`src/rtl/sseg_display_scheduler.sv`:
```
// Digit-tick generator and frame-synchronous arbiter for the 8-digit seven-segment scanner.
// Optional leading-zero blanking of disp_data is enabled by defining SSEG_BLANK_LZ_EN.
module sseg_display_scheduler #(
   parameter int PRESCALE    = 100000,
   parameter int HOLD_FRAMES = 64
) (
   input  logic        clk,
   input  logic        reset,
   input  logic        enable,
   input  logic        req0_valid,
   input  logic [31:0] req0_data,
   output logic        req0_ready,
   input  logic        req1_valid,
   input  logic [31:0] req1_data,
   output logic        req1_ready,
   input  logic        ovr_clear,
   output logic        tc_led,
   output logic [2:0]  scan_idx,
   output logic        frame_tick,
   output logic [31:0] disp_data,
   output logic        override_active
);

   localparam int CNT_W  = $clog2(PRESCALE);
   localparam int HOLD_W = $clog2(HOLD_FRAMES + 1);
   localparam logic [CNT_W-1:0]  CNT_LAST  = CNT_W'(PRESCALE - 1);
   localparam logic [HOLD_W-1:0] HOLD_INIT = HOLD_W'(HOLD_FRAMES);

   typedef enum logic {NORMAL, OVERRIDE} state_t;

   state_t            state, state_next;
   logic [CNT_W-1:0]  cnt;
   logic [HOLD_W-1:0] hold, hold_next;
   logic              clr_seen, clr_seen_next;
   logic              pend0_valid, pend0_valid_next;
   logic              pend1_valid, pend1_valid_next;
   logic [31:0]       pend0, pend1;
   logic [31:0]       shadow0, shadow_next;
   logic [31:0]       ovr_reg, ovr_next;
   logic [31:0]       disp_reg, disp_next;

`ifdef SSEG_BLANK_LZ_EN
   // Blank each nibble from the top down while it and everything above it is zero.
   function automatic logic [31:0] blank_lz(input logic [31:0] v);
      logic [31:0] r;
      logic        lead;
      r    = v;
      lead = 1'b1;
      for (int i = 7; i >= 1; i--) begin
         if (lead && (v[i*4 +: 4] == 4'h0))
            r[i*4 +: 4] = 4'hF;
         else
            lead = 1'b0;
      end
      return r;
   endfunction
`endif

   assign tc_led     = enable && (cnt == CNT_LAST);
   assign frame_tick = tc_led && (scan_idx == 3'd7);
   assign req0_ready = !pend0_valid;
   assign req1_ready = !pend1_valid;

   always_ff @(posedge clk or posedge reset) begin
      if (reset) begin
         cnt      <= '0;
         scan_idx <= 3'd0;
      end else if (enable) begin
         cnt <= tc_led ? '0 : cnt + CNT_W'(1);
         if (tc_led)
            scan_idx <= scan_idx + 3'd1;
      end
   end

   // Pending slots only load when empty, so capture never races a commit.
   always_ff @(posedge clk or posedge reset) begin
      if (reset) begin
         pend0 <= '0;
         pend1 <= '0;
      end else begin
         if (req0_valid && req0_ready)
            pend0 <= req0_data;
         if (req1_valid && req1_ready)
            pend1 <= req1_data;
      end
   end

   always_ff @(posedge clk or posedge reset) begin
      if (reset) begin
         state           <= NORMAL;
         hold            <= '0;
         clr_seen        <= 1'b0;
         pend0_valid     <= 1'b0;
         pend1_valid     <= 1'b0;
         shadow0         <= '0;
         ovr_reg         <= '0;
         disp_reg        <= '0;
         override_active <= 1'b0;
      end else begin
         state           <= state_next;
         hold            <= hold_next;
         clr_seen        <= clr_seen_next;
         pend0_valid     <= pend0_valid_next;
         pend1_valid     <= pend1_valid_next;
         shadow0         <= shadow_next;
         ovr_reg         <= ovr_next;
         disp_reg        <= disp_next;
         override_active <= (state_next == OVERRIDE);
      end
   end

   always_comb begin
      state_next       = state;
      hold_next        = hold;
      clr_seen_next    = clr_seen | ovr_clear;
      pend0_valid_next = pend0_valid;
      pend1_valid_next = pend1_valid;
      shadow_next      = shadow0;
      ovr_next         = ovr_reg;
      disp_next        = disp_reg;

      if (frame_tick) begin
         clr_seen_next = 1'b0;
         if (pend0_valid) begin
            shadow_next      = pend0;
            pend0_valid_next = 1'b0;
         end
         // A fresh override outranks a clear request at the same boundary.
         if (pend1_valid) begin
            ovr_next         = pend1;
            pend1_valid_next = 1'b0;
            state_next       = OVERRIDE;
            hold_next        = HOLD_INIT;
         end else if (state == OVERRIDE) begin
            if (clr_seen || ovr_clear) begin
               state_next = NORMAL;
               hold_next  = '0;
            end else if (hold == HOLD_W'(1)) begin
               state_next = NORMAL;
               hold_next  = '0;
            end else begin
               hold_next = hold - HOLD_W'(1);
            end
         end
      end

      if (req0_valid && !pend0_valid)
         pend0_valid_next = 1'b1;
      if (req1_valid && !pend1_valid)
         pend1_valid_next = 1'b1;

      disp_next = (state_next == OVERRIDE) ? ovr_next : shadow_next;
   end

`ifdef SSEG_BLANK_LZ_EN
   assign disp_data = blank_lz(disp_reg);
`else
   assign disp_data = disp_reg;
`endif

endmodule

```
`config.mk`:
```
export PLATFORM = sky130hd
export DESIGN_NAME = sseg_display_scheduler
export DESIGN_NICKNAME = d
export VERILOG_FILES = /design/src/rtl/sseg_display_scheduler.sv
export SDC_FILE = /design/constraint.sdc
export NUM_CORES = 1
export LEC_CHECK = 0
export ABC_AREA = 1
export CORE_ASPECT_RATIO = 0.9
export CORE_MARGIN = 3
export CORE_UTILIZATION = 56
export DETAILED_ROUTE_END_ITERATION = 10
export PLACE_DENSITY = 0.8
export SLEW_MARGIN = 25
export SYNTH_ARGS = -nofsm -noshare
export SYNTH_HDL_FRONTEND = slang
export SYNTH_SLANG_ARGS = --single-unit
```
`constraint.sdc`:
```
create_clock -name clk -period 17.4 [get_ports clk]
set_clock_uncertainty 0.2 [all_clocks]
set_input_delay 3.48 -clock clk [delete_from_list [all_inputs] [get_ports clk]]
set_output_delay 3.48 -clock clk [all_outputs]
set_load 0.005 [all_outputs]
```
==> flow_summary.toml <==
[clocking]
post_cts_hold_buffer_count = 0
ctsRootBufferMaster = "clkbuf_16"
tritoncts.num_buffers = 17
clk-insertion-delay-late_ns = 0.43
cts_repair_resize_count = 0
cts_buffer_depth = 2
post_cts_setup_driven_buffer_insertion_count = 0
ctsHtreeMaxLevel = 4
clock_tree_from_tritoncts = "built"
clkSinkCount = 191
clock_input_transition_at_the_sequential_cells_of_the_worst_setup_and_hold_paths_ns = 0.06

[timing]
setup_tns_ns = 0
final_min_period_over_clock_period = 0.523
worst_slew_pin_slew_ns = 0.892
max_freq_mhz = 110
setup_viol = 0
final_worst_setup_slack_ns = 8.31
finalWorstPathRequiredPeriod_ns = 9.09
rsz0062_at_grt = "false"
relSlewSlack = 0.404
report.final.hold_viol_count = 0
final_max_slew_viol_count = 0

[place]
dp_worst_setup_slack_ns = 8.30
place.detailed.instances = 1318
finalWeightedCongestion = 0.886
placement.io_buffers = 109
dp_wirelength_mm = 12.8

[logic_synthesis]
syn-mean-instance-area_um2 = 8.60
synth_top_cells_by_area = "dfrtp_1, nand2_1, mux2_2, nand4_1, inv_1"
post-synth-top-area-fraction = 0.528
synth_cell_types = 31
post_syn_nets = 1127
syn_inst = 1052
synth_seq_area_share = 0.528
syn-cell-area_um2 = 9050
synth.ff_latch_count = 191
yosysWarningCount = 0
yosys.area.top_type = "dfrtp_1"

[route]
drc_markers = 0
finalWirelength_mm = 21.6
total_vias_in_the_final_route = 7292
drt-initial-drc-count = 586
via_per_inst = 5.40
detail-route-antenna-nets = 0
route.detailed.wl_per_inst_um = 16.0
drt_first_pass_iters = 5

[global_route]
grt-ovfl-total = 0
first_pass_grt_wire_length_mm = 36.0
largest_net_degree_at_the_start_of_global_routing = 128
antenna_found_initial = 1
first_global_vias = 7394
grt_use_total = 0.251

[critical_path]
end_point_of_the_critical_path = "frame_tick"
crit_path_end_kind = "output pin"
worstReg2RegStart = "cnt[0]"
timing.reg2reg.worst_path_depth = 10
startpoint_type = "primary input"
worst-r2r-setup-slack_ns = 13.82
worst_setup_path_startpoint = "enable"
path_class = "in2out"
worstPathArrival_ns = 5.41
crit_path_max_fo = 12
worstPathRequired_ns = 13.72
crit-reg2reg-capture = "disp_data[9]"

[pwr]
ir_worst_vdd_mv = 0.0833
swShare = 0.224
sequentialPowerShare = 0.493
power.leakage_nw = 5.48
total_power_mw = 0.950
power.net_switching_mw = 0.213
p_clk_frac = 0.444
power.internal_mw = 0.737
combinational_share_of_power = 0.064
power_density_nw_per_um2 = 87.7

[status]
status = "finished clean"

[min_path]
hold_path.class = "reg2reg"

[layout]
design.final.nets = 1210
area_of_the_multi_input_gates_um2 = 3370
sequential_cell_area_um2 = 4780
layout.cells.most_common = "nand2_1"
area_delta_synth_final_pct = 19.8
post_route_cells_drive_above_1_share = 0.136
instances_no_fill = 1350
fill_cells = 1200
layout.cells.most_common_list = "nand2_1, dfrtp_1, inv_1, clkdlybuf4s50_1, nor2_1"
diodes = 0

[floorplan]
fp.dieH_um = 127
placement_rows = 43
dieWidth_um = 140
floorplan.die_area_um2 = 17700
ios = 110
initial_utilization = 0.580
fp.coreArea_um2 = 15600

[flow_run]
cap_violations = 0
==> area by class of cell <==
class,instances,share of cell area
sequential,191,0.441
multi-input combinational,642,0.311
timing repair buffer,119,0.108
inverter,164,0.0575
clock buffer,23,0.0450
tap,202,0.0233
clock inverter,9,0.0143
==> power by group through the flow <==
| stage | clock, mW | combinational (mW) | sequential, mW |
|---|---|---|---|
| 2_1_floorplan | 0 | 0.0351 | 0.472 |
| 4_1_cts | 0.427 | 0.0610 | 0.467 |
| 5_1_grt | 0.445 | 0.0679 | 0.469 |
| 6_report | 0.422 | 0.0606 | 0.468 |
| 3_5_place_dp | 0 | 0.0609 | 0.475 |
| 3_3_place_gp | 0 | 0.0596 | 0.476 |
==> worst min-delay path by stage <==
stage	startpoint	end	slack (ns)	cells after the start
5_1_grt	scan_idx[0]	scan_idx[0]	0.32	1
2_1_floorplan	clr_seen	clr_seen	0.25	2
3_5_place_dp	scan_idx[0]	scan_idx[0]	0.29	1
4_1_cts	scan_idx[0]	scan_idx[0]	0.30	1
6_report	scan_idx[0]	scan_idx[0]	0.30	1
3_3_place_gp	clr_seen	clr_seen	0.28	2
==> logic make-up after synthesis <==
kind of cell,Yosys count,share of synthesized area
simple gates,470,0.223
buf+inv,219,0.100
compound gates,93,0.0524
xor+xnor,10,0.00968
fa+ha+maj,5,0.00691
flops,191,0.528
mux,64,0.0796
==> worst max-delay path, cell delays in order <==
cell and delay (ns):
clkdlybuf4s50_1 0.72, nand4_1 0.24, nor3_2 0.39, clkdlybuf4s50_1 0.58
==> metrics by stage <==
stage / util / hold WS [ns] / instance area [µm²]
after floorplan: - / 0.254 / 9050
after global routing: 0.695 / 0.317 / 10800
final: 0.695 / 0.297 / 10800
after global placement: 0.653 / 0.277 / 10200
after detailed placement: 0.653 / 0.287 / 10200
after CTS: 0.695 / 0.298 / 10800
==> cell usage after synthesis (all sizes together) <==
library cell / n
clkbuf: 17
o21a: 1
buf: 38
nand3b: 1
inv: 148
dfrtp: 191
mux2: 64
ha: 5
xnor2: 2
nor2: 101
a31oi: 2
nor3: 8
o21ai: 20
nand3: 20
a21oi: 70
nand4: 69
xor2: 8
clkinv: 16
nand2: 271
==> per-layer routing <==
layer  GRT usage  routed length (µm)  part of all wire  vias up
li1            -                   -                 -     3492
met1       0.331                9340              0.43     3499
met2       0.424               10600              0.49      274
met3      0.0509                1380             0.064       25
met4      0.0775                 317             0.015        2
met5           0                  13           0.00060        -
(Power assumes the default switching activity.)
